==> config.mk <==
export PLATFORM = sky130hd
export DESIGN_NAME = pop_sequence_timer
export DESIGN_NICKNAME = d
export VERILOG_FILES = /design/src/rtl/pop_sequence_timer.sv
export SDC_FILE = /design/constraint.sdc
export NUM_CORES = 1
export LEC_CHECK = 0
export CORE_ASPECT_RATIO = 1.5
export CORE_MARGIN = 5
export CORE_UTILIZATION = 45
export CTS_CLUSTER_DIAMETER = 200
export DETAILED_ROUTE_END_ITERATION = 10
export PLACE_DENSITY = 0.68
export SLEW_MARGIN = 20
export SYNTH_ARGS = -nofsm -noshare
export SYNTH_HDL_FRONTEND = slang
export SYNTH_SLANG_ARGS = --single-unit
==> constraint.sdc <==
create_clock -name clk_2M5 -period 5.7 [get_ports clk_2M5]
set_input_delay 0.855 -clock clk_2M5 [delete_from_list [all_inputs] [get_ports clk_2M5]]
set_output_delay 0.855 -clock clk_2M5 [all_outputs]
set_load 0.02 [all_outputs]
==> src/rtl/pop_sequence_timer.sv <==
`timescale 1ns/1ps
// pop_sequence_timer: repeating pump/dark/mw/dark/probe/gap pulse train on the 2.5 MHz clk_2M5.
// Build option POP_EXT_TRIG_EN: enable only arms, synchronised ext_trig rising edges start runs.
module pop_sequence_timer #(
    parameter int unsigned CNT_W = 16,
    parameter int unsigned CYC_W = 16
) (
    input  logic             clk_2M5,
    input  logic             rst,
    input  logic             enable,
    input  logic             stop,
    input  logic [CNT_W-1:0] t_pump,
    input  logic [CNT_W-1:0] t_dark,
    input  logic [CNT_W-1:0] t_mw,
    input  logic [CNT_W-1:0] t_probe,
    input  logic [CNT_W-1:0] t_gap,
    input  logic [CYC_W-1:0] n_cycles,
    input  logic             ext_trig,
    output logic             pump_out,
    output logic             mw_out,
    output logic             probe_out,
    output logic             busy,
    output logic             done,
    output logic [CYC_W-1:0] cycle_count
);

    typedef enum logic [2:0] {
        IDLE  = 3'd0,
        PUMP  = 3'd1,
        DARK1 = 3'd2,
        MW    = 3'd3,
        DARK2 = 3'd4,
        PROBE = 3'd5,
        GAP   = 3'd6
    } state_t;

    state_t           state;
    logic [CNT_W-1:0] cnt;
    logic [CNT_W-1:0] l_pump, l_dark, l_mw, l_probe, l_gap;
    logic [CYC_W-1:0] l_ncyc;
    logic             quit;
    logic             start_ev;

`ifdef POP_EXT_TRIG_EN
    // two-flop synchroniser plus one history flop for rising-edge detect
    logic [2:0] trig_sync;
    always_ff @(posedge clk_2M5) begin
        if (rst) trig_sync <= '0;
        else     trig_sync <= {trig_sync[1:0], ext_trig};
    end
    assign start_ev = enable && trig_sync[1] && !trig_sync[2];
`else
    logic enable_q;
    logic unused_ext_trig;
    always_ff @(posedge clk_2M5) begin
        if (rst) enable_q <= 1'b0;
        else     enable_q <= enable;
    end
    assign start_ev        = enable && !enable_q;
    assign unused_ext_trig = ext_trig;
`endif

    function automatic logic [CNT_W-1:0] dur_of(input logic [2:0] ph,
                                                input logic [CNT_W-1:0] tp, td, tm, tpr, tg);
        case (ph)
            3'd1:       dur_of = tp;
            3'd2, 3'd4: dur_of = td;
            3'd3:       dur_of = tm;
            3'd5:       dur_of = tpr;
            3'd6:       dur_of = tg;
            default:    dur_of = '0;
        endcase
    endfunction

    // first phase at or after 'from' with a non-zero length; 0 when none remain in the cycle
    function automatic logic [2:0] first_phase(input logic [2:0] from,
                                               input logic [CNT_W-1:0] tp, td, tm, tpr, tg);
        logic [2:0] hit;
        hit = 3'd0;
        for (int i = 6; i >= 1; i--) begin
            if (3'(i) >= from && dur_of(3'(i), tp, td, tm, tpr, tg) != '0) hit = 3'(i);
        end
        return hit;
    endfunction

    logic [2:0]       nxt_same_c, nxt_new_c;
    logic [CNT_W-1:0] same_dur_c, new_dur_c;
    logic [CYC_W-1:0] count_inc_c;
    logic             lat_zero_c, cycle_end_c, n_hit_c, relatch_c;

    always_comb begin
        nxt_same_c  = first_phase(3'(state) + 3'd1, l_pump, l_dark, l_mw, l_probe, l_gap);
        nxt_new_c   = first_phase(3'd1, t_pump, t_dark, t_mw, t_probe, t_gap);
        same_dur_c  = dur_of(nxt_same_c, l_pump, l_dark, l_mw, l_probe, l_gap);
        new_dur_c   = dur_of(nxt_new_c, t_pump, t_dark, t_mw, t_probe, t_gap);
        lat_zero_c  = (l_pump | l_dark | l_mw | l_probe | l_gap) == '0;
        cycle_end_c = (state != IDLE) && (cnt == '0) && (nxt_same_c == 3'd0) && !lat_zero_c;
        count_inc_c = (&cycle_count) ? cycle_count : cycle_count + CYC_W'(1);
        n_hit_c     = (l_ncyc != '0) && (count_inc_c == l_ncyc);
        relatch_c   = (state == IDLE) ? start_ev
                                      : (cycle_end_c && !stop && !quit && enable && !n_hit_c);
    end

    // All-zero durations park in PUMP with outputs low for one tick, then finish without counting.
    always_ff @(posedge clk_2M5) begin
        if (rst) begin
            state       <= IDLE;
            cnt         <= '0;
            l_pump      <= '0;
            l_dark      <= '0;
            l_mw        <= '0;
            l_probe     <= '0;
            l_gap       <= '0;
            l_ncyc      <= '0;
            quit        <= 1'b0;
            pump_out    <= 1'b0;
            mw_out      <= 1'b0;
            probe_out   <= 1'b0;
            busy        <= 1'b0;
            done        <= 1'b0;
            cycle_count <= '0;
        end else begin
            done <= 1'b0;
            if (relatch_c) begin
                l_pump    <= t_pump;
                l_dark    <= t_dark;
                l_mw      <= t_mw;
                l_probe   <= t_probe;
                l_gap     <= t_gap;
                state     <= (nxt_new_c == 3'd0) ? PUMP : state_t'(nxt_new_c);
                cnt       <= (nxt_new_c == 3'd0) ? '0 : new_dur_c - CNT_W'(1);
                pump_out  <= (nxt_new_c == 3'(PUMP));
                mw_out    <= (nxt_new_c == 3'(MW));
                probe_out <= (nxt_new_c == 3'(PROBE));
                busy      <= 1'b1;
                if (state == IDLE) begin
                    l_ncyc      <= n_cycles;
                    cycle_count <= '0;
                    quit        <= 1'b0;
                end else begin
                    cycle_count <= count_inc_c;
                end
            end else if (state != IDLE) begin
                if (stop || lat_zero_c || cycle_end_c) begin
                    state     <= IDLE;
                    cnt       <= '0;
                    pump_out  <= 1'b0;
                    mw_out    <= 1'b0;
                    probe_out <= 1'b0;
                    busy      <= 1'b0;
                    done      <= 1'b1;
                    if (cycle_end_c) cycle_count <= count_inc_c;
                end else begin
                    if (!enable) quit <= 1'b1;
                    if (cnt != '0) begin
                        cnt <= cnt - CNT_W'(1);
                    end else begin
                        state     <= state_t'(nxt_same_c);
                        cnt       <= same_dur_c - CNT_W'(1);
                        pump_out  <= (nxt_same_c == 3'(PUMP));
                        mw_out    <= (nxt_same_c == 3'(MW));
                        probe_out <= (nxt_same_c == 3'(PROBE));
                    end
                end
            end
        end
    end

endmodule
==> results.py <==
metrics = {
    "status": {
        "status": "finished, final reports clean",
    },
    "global_routing": {
        "grt_pass1_wl_mm": 53.9,
        "antenna_found_initial": 0,
        "grt_max_degree": 92,
        "first_global_vias": 8945,
        "grtUsageTotal": 0.329,
        "overflow": 0,
    },
    "timing": {
        "tns_ps": 0,
        "drv_slew": 0,
        "tightest_slew_ps": 1110,
        "final.setup_skew_ps": 11.0,
        "max-slew-margin-rel": 0.240,
        "finalHoldViolCount": 0,
        "layout_worst_path_cycle_share": 0.834,
        "rsz0062_at_grt": "no",
        "fmax_mhz": 210,
        "setup_viol": 0,
        "hold_slack_ps": 461,
        "layout_min_cycle_time_ps": 4760,
    },
    "yosys": {
        "synth_ff_type": "dfxtp_1",
        "ys_seq_area_frac": 0.323,
        "synthCells": 1147,
        "synth_fp_nets": 1255,
        "synth_edf_count": 0,
        "netlist_area_um2": 8560,
        "ys_seq_elements": 138,
        "synth_cell_types": 91,
        "ys_warn_count": 0,
        "synthArstFlopShare": 0,
        "syn_area_per_cell_um2": 7.46,
    },
    "power_and_ir_drop": {
        "pwr_density_cell_nw_per_um2": 385,
        "peakVddDrop_mv": 0.187,
        "leakage_uw": 0.00364,
    },
    "die": {
        "die_x_um": 123,
        "start_util": 0.459,
        "die_h_um": 179,
        "io_pins": 122,
        "design.core.area_um2": 18600,
        "row_count": 61,
        "die_area_um2": 21900,
    },
    "clocking": {
        "root_buffer": "clkbuf_16",
        "clkTransAtPathRegs_ps": 60,
        "numCtsBuffers": 17,
        "clock_path_buffers": 2,
        "clk_latency_ps": 430,
        "htreeDepth": 4,
        "cts-resized-gates": 0,
        "cts_tree": "done",
        "cts-hold-fix-buffers": 0,
        "clock_sinks": 138,
        "post-cts-setup-buffers": 0,
    },
    "placed_design": {
        "place_area_um2": 9860,
        "io_buffers": 120,
        "gp_congestion": 1.02,
        "dpl.hpwl_mm": 27.2,
    },
    "flow_run": {
        "maxCapViolCount": 0,
    },
    "worst_setup_path": {
        "start_kind": "register",
        "cp_slowest_stage_delay_ps": 780,
        "crit_path_top_delay_cell": "buf_4",
        "crit_arrival_ps": 5090,
        "crit_type": "reg2reg",
        "worstPathCellList": "ha_1 -> nand3_4 -> nor4_4 -> nand2_1 -> nor3_1 -> o2111ai_1 -> or4_4 -> o41ai_4 -> buf_4 -> nand4_1 -> a311oi_1",
        "end_kind": "register",
        "crit_required_ps": 6040,
        "crit_buf_inv": 1,
        "crit_family": "simple AND/OR/NAND/NOR gates",
        "path_max_fanout": 91,
    },
    "detailed_routing": {
        "vias": 9510,
        "wl_per_cell_um": 23.9,
        "firstDrtPassIters": 8,
        "drt-total-wl_mm": 35.6,
        "viasPerCell": 6.37,
        "drt-initial-drc-count": 1102,
        "drc": 0,
        "antenna_violating_nets_post_route": 0,
    },
    "cells_and_area": {
        "finalInstanceArea_um2": 10500,
        "areaGrowthSynthToFinish_pct": 22.7,
        "nNetsFinal": 1335,
        "drive_gt1_frac": 0.0694,
    },
    "min_path": {
        "hp-class": "reg2reg",
    },
}
-- flip-flops by register name, indices dropped and copies added, names as in the netlist, 3 cells and up --
name / count
l_mw: 16
l_gap: 16
l_ncyc: 16
cycle_count: 16
l_probe: 16
l_dark: 16
l_pump: 16
state: 3
cnt: 16
-- worst reg2reg max path, delay by kind of cell (launching register included) --
kind	cells	cell delay (ps)
compound gates	3	960
flops	1	460
simple gates	6	2100
buf+inv	1	780
fa+ha+maj	1	370
-- cells in the final DEF, fill, tap and decap left out, types with 12 or more instances in the layout --
| cell type | n |
|---|---|
| nand2_1 | 243 |
| a21oi_1 | 143 |
| dfxtp_1 | 138 |
| clkdlybuf4s50_1 | 119 |
| nor2_1 | 72 |
| nor4_1 | 54 |
| nand4_1 | 31 |
| o21ai_0 | 31 |
| nand3_1 | 28 |
| nor3_1 | 25 |
| xnor2_1 | 22 |
| buf_4 | 20 |
| clkbuf_16 | 17 |
| a31oi_1 | 16 |
| o21bai_1 | 15 |
| xor2_1 | 14 |
| and2_1 | 13 |
| a221oi_1 | 12 |
-- metal layers --
| layer | vias to the layer above | global-route usage | wire (um) | share of wire |
|---|---|---|---|---|
| met5 | - | 0 | 0 | 0 |
| met3 | 149 | 0.0527 | 2290 | 0.064 |
| li1 | 4394 | - | - | - |
| met2 | 520 | 0.561 | 17300 | 0.48 |
| met1 | 4447 | 0.355 | 12700 | 0.36 |
| met4 | 0 | 0.266 | 3360 | 0.094 |
-- final timing paths --
check | startpoint | to | slack [ps] | depth (start not counted)
worst max register to register | cycle_count[0] | probe_out | 940 | 11
worst min register to register | quit | quit | 460 | 2
worst min-delay path | quit | quit | 460 | 2
worst max-delay path | cycle_count[0] | probe_out | 940 | 11
-- power breakdown --
group	total, uW	leakage (uW)	switching [uW]	internal (uW)
Sequential	1280	0.00113	185	1100
Clock	1230	0.000306	482	746
Combinational	1530	0.00220	978	555
-- cells in the mapped netlist (5+ instances only) --
cell type	n	area (um^2)
a311oi_1	9	78.8
buf_4	5	37.5
nand4_1	31	194
and4_1	10	87.6
a22oi_1	6	45.0
a21oi_1	143	716
a31oi_1	16	100
nor4_1	54	338
a221oi_1	12	105
a31o_2	7	61.3
nor2_1	72	270
nor3_1	25	125
mux2i_1	9	90.1
a21o_1	6	45.0
buf_1	5	18.8
nand2b_1	5	31.3
and3_1	11	68.8
nand2_1	243	912
or3_1	5	31.3
a211oi_1	9	67.6
nor2b_1	8	50.1
ha_1	7	87.6
a221o_1	11	110
xnor2_1	22	193
o21ai_0	31	155
xor2_1	14	123
inv_1	11	41.3
nand3_1	28	140
a222oi_1	5	50.1
clkbuf_1	45	169
o21bai_1	15	113
buf_2	19	95.1
and2_1	13	81.3
dfxtp_1	138	2760
-- layout make-up --
cell class	instances	area [um^2]
diodes	1	2.50
clock buffers	18	429
clock inverters	14	210
fillers	1875	8120
inverters	11	41.3
multi-input cells	920	5400
flip-flops and latches	138	2760
well taps	252	315
repair buffers	139	1340
-- metrics by stage --
| stage | util | std cells | setup WS (ps) | power (uW) |
|---|---|---|---|---|
| after floorplan | - | 1147 | 2020 | 2270 |
| after global placement | 0.529 | 1460 | 1020 | 2760 |
| after detailed placement | 0.529 | 1460 | 1010 | 2770 |
| after CTS | 0.564 | 1492 | 989 | 3990 |
| after global routing | 0.564 | 1492 | 747 | 4230 |
| final | 0.564 | 1493 | 944 | 4040 |
-- logic make-up after synthesis --
family,synth area share
multiplexers,0.0132
AND/OR/NAND/NOR,0.318
flip-flops,0.323
AO/OA/AOI/OAI,0.245
adder cells (fa/ha/maj),0.0102
buffers and inverters,0.0468
XOR/XNOR,0.0440
No activity file was read; power rests on OpenSTA's default activity.
